===== src/rtl/crc32_pkg.sv =====
// crc32_pkg -- shared constants, types and helpers for the CRC-32 blocks.
//   CRC32_POLY      reflected IEEE polynomial
//   CRC32_INIT      CRC register value at the start of a frame
//   CRC32_RESIDUE   register value left after a good frame plus its FCS
//   CRC32_NIB_TABLE 16-entry nibble table for the reflected polynomial
//   crc32_state_e   receiver FSM states
//   crc32_nibble_step() one 4-bit fold of the CRC register
package crc32_pkg;

  localparam logic [31:0] CRC32_POLY    = 32'hEDB88320;
  localparam logic [31:0] CRC32_INIT    = 32'hFFFFFFFF;
  localparam logic [31:0] CRC32_RESIDUE = 32'hDEBB20E3;

  // T[i] = four LSB-first shift/xor steps of the value i.
  localparam logic [31:0] CRC32_NIB_TABLE [16] = '{
    32'h00000000, 32'h1DB71064, 32'h3B6E20C8, 32'h26D930AC,
    32'h76DC4190, 32'h6B6B51F4, 32'h4DB26158, 32'h5005713C,
    32'hEDB88320, 32'hF00F9344, 32'hD6D6A3E8, 32'hCB61B38C,
    32'h9B64C2B0, 32'h86D3D2D4, 32'hA00AE278, 32'hBDBDF21C
  };

  typedef enum logic {
    IDLE = 1'b0,
    RUN  = 1'b1
  } crc32_state_e;

  function automatic logic [31:0] crc32_nibble_step(input logic [31:0] crc,
                                                    input logic [3:0]  nib);
    logic [3:0] idx;
    idx = crc[3:0] ^ nib;
    return (crc >> 4) ^ CRC32_NIB_TABLE[idx];
  endfunction

endpackage


===== src/rtl/crc32_byte_step.sv =====
// crc32_byte_step -- combinational fold of one byte into a reflected CRC-32.
// The byte is consumed as two nibble steps, low nibble first, which is the
// on-air bit order for an LSB-first byte.
//   crc_in  [31:0]  CRC register before the byte
//   byte_in [7:0]   byte to fold
//   crc_nxt [31:0]  CRC register after the byte
module crc32_byte_step
  import crc32_pkg::*;
(
  input  logic [31:0] crc_in,
  input  logic [7:0]  byte_in,
  output logic [31:0] crc_nxt
);

  logic [31:0] crc_lo;

  assign crc_lo  = crc32_nibble_step(crc_in, byte_in[3:0]);
  assign crc_nxt = crc32_nibble_step(crc_lo, byte_in[7:4]);

endmodule


===== src/rtl/crc32_rx.sv =====
// crc32_rx -- receive-side CRC-32 checker with frame length policing.
//   clk, rst        clock, synchronous active-high reset
//   s_valid/s_data  byte stream, one byte per cycle when s_valid=1
//   s_last          final byte of a frame (only meaningful with s_valid)
//   abort           drops the frame in progress without a result
//   busy            high while a frame is in progress
//   crc_out         running CRC register (not complemented)
//   frame_len       byte count of the last reported frame
//   fcs_valid       one-cycle result strobe, the cycle after the s_last byte
//   fcs_ok/len_err  frame result flags, held until the next result
module crc32_rx
  import crc32_pkg::*;
#(
  parameter int MIN_BYTES = 14,
  parameter int MAX_BYTES = 11454,
  parameter int LEN_W     = 14
) (
  input  logic             clk,
  input  logic             rst,
  input  logic             s_valid,
  input  logic [7:0]       s_data,
  input  logic             s_last,
  input  logic             abort,
  output logic             busy,
  output logic [31:0]      crc_out,
  output logic [LEN_W-1:0] frame_len,
  output logic             fcs_valid,
  output logic             fcs_ok,
  output logic             len_err
);

  localparam logic [LEN_W-1:0] CNT_MAX = '1;
  localparam logic [LEN_W-1:0] CNT_ONE = LEN_W'(1);

  crc32_state_e     state_reg;
  logic             busy_reg;
  logic [31:0]      crc_reg;
  logic [LEN_W-1:0] count_reg;
  logic [LEN_W-1:0] frame_len_reg;
  logic             fcs_valid_reg;
  logic             fcs_ok_reg;
  logic             len_err_reg;

  logic [31:0]      crc_base;
  logic [31:0]      crc_next;
  logic [LEN_W-1:0] count_next;
  logic [31:0]      count_ext;
  logic             len_err_next;
  logic             fcs_ok_next;

  // A byte seen in IDLE always opens a fresh frame, so the fold starts from
  // the init value rather than from whatever the last frame left behind.
  assign crc_base = (state_reg == IDLE) ? CRC32_INIT : crc_reg;

  crc32_byte_step u_byte_step (
    .crc_in  (crc_base),
    .byte_in (s_data),
    .crc_nxt (crc_next)
  );

  // Counter saturates instead of wrapping so oversize frames stay flagged.
  always_comb begin
    count_next = CNT_ONE;
    if (state_reg == RUN) begin
      count_next = (count_reg == CNT_MAX) ? count_reg : count_reg + CNT_ONE;
    end
  end

  assign count_ext    = 32'(count_next);
  assign len_err_next = (count_ext < 32'(MIN_BYTES)) | (count_ext > 32'(MAX_BYTES));
  assign fcs_ok_next  = (crc_next == CRC32_RESIDUE) & ~len_err_next;

  always_ff @(posedge clk) begin
    if (rst) begin
      state_reg     <= IDLE;
      busy_reg      <= 1'b0;
      crc_reg       <= CRC32_INIT;
      count_reg     <= '0;
      frame_len_reg <= '0;
      fcs_valid_reg <= 1'b0;
      fcs_ok_reg    <= 1'b0;
      len_err_reg   <= 1'b0;
    end else begin
      fcs_valid_reg <= 1'b0;
      if (abort) begin
        state_reg <= IDLE;
        busy_reg  <= 1'b0;
      end else if (s_valid) begin
        crc_reg   <= crc_next;
        count_reg <= count_next;
        if (s_last) begin
          // Result is computed from the post-fold values so the strobe lands
          // exactly one cycle after the last byte.
          state_reg     <= IDLE;
          busy_reg      <= 1'b0;
          fcs_valid_reg <= 1'b1;
          frame_len_reg <= count_next;
          len_err_reg   <= len_err_next;
          fcs_ok_reg    <= fcs_ok_next;
        end else begin
          state_reg <= RUN;
          busy_reg  <= 1'b1;
        end
      end
    end
  end

  assign busy      = busy_reg;
  assign crc_out   = crc_reg;
  assign frame_len = frame_len_reg;
  assign fcs_valid = fcs_valid_reg;
  assign fcs_ok    = fcs_ok_reg;
  assign len_err   = len_err_reg;

endmodule


===== config.mk =====
export PLATFORM = sky130hd
export DESIGN_NAME = crc32_rx
export DESIGN_NICKNAME = d
export VERILOG_FILES = /design/src/rtl/crc32_pkg.sv /design/src/rtl/crc32_byte_step.sv /design/src/rtl/crc32_rx.sv
export SDC_FILE = /design/constraint.sdc
export NUM_CORES = 1
export LEC_CHECK = 0
export BUFFER_PORTS_ARGS = -buffer_cell sky130_fd_sc_hd__buf_2
export CORE_MARGIN = 8
export CORE_UTILIZATION = 40
export DETAILED_ROUTE_END_ITERATION = 10
export SLEW_MARGIN = 20
export SYNTH_ARGS = -nofsm -noshare
export SYNTH_HDL_FRONTEND = slang
export SYNTH_SLANG_ARGS = --single-unit

===== constraint.sdc =====
create_clock -name clk -period 5.6 [get_ports clk]
set_input_delay 0.28 -clock clk [delete_from_list [all_inputs] [get_ports clk]]
set_output_delay 0.28 -clock clk [all_outputs]
set_load 0.01 [all_outputs]

==> impl_metrics.py, run 1 <==
metrics = {
    "clocking": {
        "cts_tree": "yes",
        "clkLatencyLatePin_ns": 0.34,
        "clock-sinks": 64,
        "htree_levels": 3,
        "number_of_buffers_inserted_to_repair_setup_after_cts": 0,
        "cts_resized": 0,
        "ctsRootBufferMaster": "clkbuf_8",
        "tritoncts.num_buffers": 9,
        "hold_buffers": 0,
        "cts.path.max_buffers": 2,
        "cts.reportedPaths.clkPinSlew_ns": 0.08,
    },
    "die": {
        "design.core.area_sq_um": 10700,
        "die_y_extent_um": 120,
        "num_io_pins": 63,
        "row_count": 38,
        "design.die.area_sq_um": 14300,
        "die_span_x_um": 120,
        "floorplan.initialDensity_pct": 40.4,
    },
    "critical_path": {
        "timing.critical_path.to_type": "register",
        "timing.reg2reg.setup_slack_ns": 2.07,
        "critical_path_peak_fanout": 10,
        "critical_path_arrival_ns": 3.82,
        "depth_of_the_most_critical_reg_to_reg_path": 12,
        "r2r-start": "crc_out[0]",
        "r2r-end": "fcs_ok",
        "startpoint_type": "register",
        "worstSetupPathType": "register to register",
        "worst_ep_required_time_ns": 5.88,
    },
    "final_layout": {
        "final_cell_area_sq_um": 4890,
        "drive_gt1_share_pct": 16.3,
        "largest_register_ffs": 32,
        "syn_to_final_growth_pct": 13.8,
        "finish.net_count": 588,
        "antennaDiodeCount": 0,
    },
    "power_and_ir_drop": {
        "power.leakage_nw": 1.82,
        "internal_power_w": 0.000886,
        "clkPwrFrac_pct": 36.0,
        "ir_worst_vdd_mv": 0.111,
        "power.sequential.fraction_pct": 38.9,
        "power_density_nw_per_um2": 265,
        "p_switching_w": 0.000412,
        "netSwitchingFraction_pct": 31.7,
        "power_frac_comb_pct": 25.1,
        "finalPower_w": 0.00130,
    },
    "detailed_routing": {
        "detailedRoute.firstIterationViolations": 183,
        "route.final.wire_length_mm": 12.5,
        "drt-vias-per-instance": 5.38,
        "drt_pass1_iterations": 5,
        "post_drt_wl_per_cell_um": 17.4,
        "antenna_left": 0,
        "drc": 0,
        "route.vias.total": 3850,
    },
    "worst_hold_path": {
        "timing.hold.worst_endpoint": "busy",
        "min_path_cells": 2,
        "timing.hold.worst.class": "primary input to register",
        "hold_path_startpoint": "abort",
    },
    "place": {
        "io_buffers": 62,
        "detailed_place.area_sq_um": 4660,
        "place.gp.congestion": 0.892,
        "detailed_place_hpwl_mm": 9.00,
    },
    "timing": {
        "timing.setup.tns_ns": 0,
        "timing_worst_slew_pin_value_ns": 1.01,
        "final_period_minus_worst_setup_slack_ns": 3.53,
        "setup_viol_count_final": 0,
        "fmax_ghz": 0.283,
        "timing.final.crit_share_pct": 63.1,
        "timing.final.hold_violations": 0,
        "setup_repair_after_global_routing_missed_its_margin": "false",
        "timing.slew.headroom_pct": 32.8,
        "timing.clock.skew_ns": 0.00900,
        "final_max_slew_viol_count": 0,
    },
    "logic_synthesis": {
        "share_of_the_yosys_chip_area_belonging_to_registers_pct": 29.8,
        "cell_area_after_synthesis_sq_um": 4300,
        "yosys_warnings": 0,
        "syn_inst": 531,
        "avgSynthCellArea_sq_um": 8.10,
        "yosys.cell_types.count": 63,
        "syn_nets": 548,
        "synth-edff-count": 0,
        "synth_ff_type": "dfxtp_1",
        "postSynthRegisterBits": 64,
        "postSynth.asyncResetShare_pct": 0,
    },
    "global_route": {
        "global_route.overflow_total": 0,
        "groute.usage.overall_pct": 17.5,
        "antenna_found_initial": 0,
        "via_count_of_the_first_global_routing_pass": 3703,
        "grt_pass1_wl_mm": 20.2,
        "pin_count_of_the_biggest_net_entering_global_routing": 83,
    },
    "run_status": {
        "status": "finished clean",
    },
    "job": {
        "cap_violations": 0,
    },
}
[how the worst max path moves through the flow]
stage | endpoint | slack [ns] | start
global placement | fcs_ok | 2.24 | crc_out[0]
finish | fcs_ok | 2.07 | crc_out[0]
CTS | fcs_ok | 2.09 | crc_out[0]
detailed placement | fcs_ok | 2.13 | crc_out[0]
floorplan | fcs_ok | 2.17 | busy
global route | fcs_ok | 1.76 | crc_out[0]
[critical path, cell delays in order (launching register included)]
cell and delay (ns):
dfxtp_1 0.59, xnor2_1 0.17, nor2_1 0.08, xnor2_2 0.49, xnor2_1 0.20, ha_1 0.37
nor4b_1 0.32, nand4b_1 0.13, nor4bb_1 0.30, o2111ai_1 0.15, a2111oi_0 0.38, nand4_1 0.16
o21ai_1 0.13
[metrics by stage]
| stage | hold slack [ns] | std cells | setup slack [ns] | util [%] |
|---|---|---|---|---|
| floorplan | 0.363 | 531 | 2.17 | - |
| global placement | 0.443 | 700 | 2.24 | 43.8 |
| detailed placement | 0.447 | 700 | 2.13 | 43.8 |
| CTS | 0.142 | 716 | 2.09 | 45.9 |
| global route | 0.145 | 716 | 1.76 | 45.9 |
| finish | 0.153 | 716 | 2.07 | 45.9 |
[synth_stat cells (7+ instances only)]
cell      number  area share (%)
dfxtp_1       64              30
nand2_1       45             3.9
clkbuf_1      24             2.1
o21ai_0        8            0.93
nand3_1       11             1.3
mux2i_1        7             1.6
buf_2         10             1.2
nand2b_1       8             1.2
nor3_1        11             1.3
nor2_1        94             8.2
xnor2_1       63              13
a21oi_1       37             4.3
xor2_1        18             3.7
a211o_1       33             6.7
[logic make-up after synthesis]
| logic type | Yosys count | synth area share [%] |
|---|---|---|
| compound gates | 106 | 17.1 |
| xor+xnor | 93 | 22.3 |
| fa+ha+maj | 4 | 1.16 |
| buf+inv | 42 | 4.04 |
| flops | 64 | 29.8 |
| mux | 8 | 1.89 |
| simple gates | 214 | 23.8 |
[cell type report]
| type | instances | area (sq um) |
|---|---|---|
| fill | 1096 | 5760 |
| multi-input combinational | 425 | 2850 |
| sequential | 64 | 1280 |
| timing repair buffer | 66 | 340 |
| tap | 140 | 175 |
| clock buffer | 10 | 138 |
| clock inverter | 6 | 91.3 |
| inverter | 5 | 18.8 |
[layer usage]
metal | track usage (%) | wire (um)
met4 | 6.09 | 234
met2 | 30.8 | 6150
met5 | 0 | 0
met3 | 3.10 | 611
met1 | 21.1 | 5460
[cell usage in the layout (no fill, tap or decap), drive strengths merged, types with 3 or more instances in the layout]
master / count
nor2b: 7
nor2: 94
nand2: 46
ha: 4
nor3: 11
mux2i: 7
nand3: 11
xnor3: 5
nand2b: 8
buf: 66
and3: 5
nand4: 5
a211oi: 3
inv: 6
xnor2: 69
dfxtp: 64
a211o: 33
clkbuf: 10
and2: 3
o21ai: 11
clkinvlp: 3
xor2: 19
nand3b: 4
a21oi: 37
[power by group through the flow]
stage               sequential (W)  clock, W  combinational [W]
floorplan                 0.000513         0           0.000243
global placement          0.000514         0           0.000324
detailed placement        0.000516         0           0.000325
CTS                       0.000505  0.000481           0.000327
global route              0.000508  0.000499           0.000356
finish                    0.000505  0.000467           0.000326
Power figures use the tool's default switching activity.
==> run 2: changes to the inputs <==
Settings changed: ABC_AREA set to 1.
Clock period 5.6 ns to 3.08 ns, I/O delays scaled along.
==> impl_metrics.py, run 2 <==
metrics = {
    "clocking": {
        "cts.path.max_buffers": 2,
        "htree_levels": 3,
        "clock-sinks": 64,
        "clkLatencyLatePin_ns": 0.35,
        "cts_tree": "yes",
        "hold_buffers": 0,
        "cts_resized": 0,
        "tritoncts.num_buffers": 9,
        "number_of_buffers_inserted_to_repair_setup_after_cts": 0,
        "ctsRootBufferMaster": "clkbuf_8",
        "cts.reportedPaths.clkPinSlew_ns": 0.07,
    },
    "logic_synthesis": {
        "synth_xor_xnor_area_share_pct": 8.44,
        "yosysTopAreaCellShare_pct": 30.1,
        "yosysMostFrequentCell": "nand2_1",
        "synth.mux.area_fraction_pct": 0,
        "synth-edff-count": 0,
        "yosys_warnings": 0,
        "cell_area_after_synthesis_sq_um": 4260,
        "synth_simple_gate_area_share_pct": 36.4,
        "syn_inst": 651,
        "avgSynthCellArea_sq_um": 6.54,
        "share_of_the_yosys_chip_area_belonging_to_registers_pct": 30.1,
        "largest_cells_by_area_after_synthesis": "dfxtp_1, nand2_1, a21oi_1, inv_1, xor2_1",
        "postSynthRegisterBits": 64,
        "synth_ff_type": "dfxtp_1",
        "combinational_family_with_the_most_area_after_synthesis": "simple AND/OR/NAND/NOR gates",
        "yosys.area.top_type": "dfxtp_1",
        "synth_adder_area_share_pct": 1.18,
        "yosys.cell_types.count": 36,
        "postSynth.asyncResetShare_pct": 0,
        "synth_compound_area_share_pct": 14.3,
        "cell_types_with_the_highest_counts_after_synthesis": "nand2_1, dfxtp_1, a21oi_1",
        "syn_nets": 668,
    },
    "power_and_ir_drop": {
        "ir_worst_vdd_mv": 0.288,
        "power.leakage_nw": 2.34,
        "power_density_nw_per_um2": 453,
    },
    "timing": {
        "setup_viol_count_final": 0,
        "timing_worst_slew_pin_value_ns": 0.786,
        "timing.final.crit_share_pct": 88.9,
        "timing.clock.skew_ns": 0.00811,
        "setup_repair_after_global_routing_missed_its_margin": "false",
        "timing.slew.headroom_pct": 47.5,
        "fmax_ghz": 0.365,
        "setup_ws_ns": 0.342,
        "timing.final.hold_violations": 0,
        "final_period_minus_worst_setup_slack_ns": 2.74,
        "final_max_slew_viol_count": 0,
        "timing.setup.tns_ns": 0,
    },
    "global_route": {
        "grt_pass1_wl_mm": 21.0,
        "pin_count_of_the_biggest_net_entering_global_routing": 45,
        "via_count_of_the_first_global_routing_pass": 4068,
        "global_route.overflow_total": 0,
        "antenna_found_initial": 0,
        "groute.usage.overall_pct": 18.3,
    },
    "place": {
        "place.gp.congestion": 0.945,
        "detailed_place_hpwl_mm": 9.85,
        "place_worst_setup_slack_ns": 0.201,
        "io_buffers": 62,
    },
    "critical_path": {
        "critical_path_arrival_ns": 3.02,
        "cp.buffers_inverters": 1,
        "worst-path-stages": 17,
        "worstSetupPathType": "register to register",
        "timing.reg2reg.setup_slack_ns": 0.34,
        "worst_ep_required_time_ns": 3.36,
        "critical_path_peak_fanout": 10,
        "startpoint_type": "register",
        "worst_path_dominant_cell_family": "simple AND/OR/NAND/NOR gates",
        "timing.critical_path.to_type": "register",
        "timing.critical_path.mode_cell": "nand3_1",
        "depth_of_the_most_critical_reg_to_reg_path": 17,
        "worstPathCellList": "nand3_1 -> nand2_4 -> inv_4 -> nand2_2 -> nand2_4 -> xor2_1 -> ha_1 -> nor2_2 -> xnor2_1 -> nand4_1 -> nor3_1 -> nand3_1 -> nor2_1 -> nand2_1 -> nor2_1 -> nand3_1 -> a21oi_2",
        "critPathMaxStageDelay_ns": 0.43,
        "cpMaxStageDelayCell": "dfxtp_2",
    },
    "detailed_routing": {
        "route.vias.total": 4340,
        "route.final.wire_length_mm": 12.8,
        "drt_pass1_iterations": 6,
        "drt-vias-per-instance": 5.11,
        "antenna_left": 0,
        "drc": 0,
        "detailedRoute.firstIterationViolations": 362,
        "post_drt_wl_per_cell_um": 15.1,
    },
    "die": {
        "die_span_x_um": 119,
        "num_io_pins": 63,
        "row_count": 37,
        "design.die.area_sq_um": 14200,
        "floorplan.initialDensity_pct": 41.2,
        "die_y_extent_um": 119,
        "design.core.area_sq_um": 10300,
    },
    "final_layout": {
        "most-common-layout-cells": "nand2_1, a21oi_1, dfxtp_1",
        "drive_gt1_share_pct": 21.1,
        "final_util_pct": 47.2,
        "mostFrequentLayoutCell": "nand2_1",
        "antennaDiodeCount": 0,
        "finish.net_count": 726,
        "largest_register_ffs": 32,
        "syn_to_final_growth_pct": 14.4,
    },
    "worst_hold_path": {
        "min_path_cells": 4,
        "timing.hold.worst.class": "primary input to register",
    },
    "run_status": {
        "status": "finished clean",
    },
    "job": {
        "cap_violations": 0,
    },
}
-- run 2: cell type report --
type	count	area, sq um
clock buffers	11	141
repair buffers	71	378
inverters	70	270
multi-input cells	493	2570
clock inverters	5	56.3
fillers	1097	5460
well taps	136	170
flip-flops and latches	64	1280
-- run 2: stage by stage --
| stage | cell area [sq um] | hold WS [ns] | total power (W) | instances |
|---|---|---|---|---|
| 3_3_place_gp | 4670 | 0.476 | 0.00147 | 834 |
| 3_5_place_dp | 4670 | 0.483 | 0.00147 | 834 |
| 2_1_floorplan | 4260 | 0.322 | 0.00131 | 651 |
| 5_1_grt | 4870 | 0.134 | 0.00233 | 850 |
| 4_1_cts | 4860 | 0.114 | 0.00221 | 850 |
| 6_report | 4870 | 0.122 | 0.00221 | 850 |
-- run 2: kinds of logic (layout without fill, tap and decap cells) --
logic type,Yosys count,after routing
xor gates and xnor gates,38,38
buffers and inverters,94,157
AOI/OAI and AO/OA,115,115
and+or+nand+nor,336,336
DFF,64,64
adders and majority gates,4,4
-- run 2: final timing paths --
check | from | to
min | abort | busy
max | busy | fcs_ok
min reg2reg | crc_out[15] | crc_out[15]
max reg2reg | busy | fcs_ok
-- run 2: where the power goes --
group          switching, W  internal, W  total (W)
Sequential        0.0000440     0.000881   0.000925
Combinational      0.000356     0.000181   0.000536
Clock              0.000349     0.000395   0.000744
-- run 2: routing by layer --
metal / share of wire, % / vias to the layer above / GRT usage [%]
met2: 44 / 173 / 28.2
met1: 45 / 1971 / 23.5
met3: 9.6 / 12 / 6.24
met5: 0 / - / 0
met4: 1.4 / 0 / 5.61
li1: - / 2184 / -
-- run 2: tightest hold or removal path, stage by stage --
cell,delay (ns)
buf_2,0.08
inv_1,0.05
nand2_1,0.07
nor3b_1,0.07
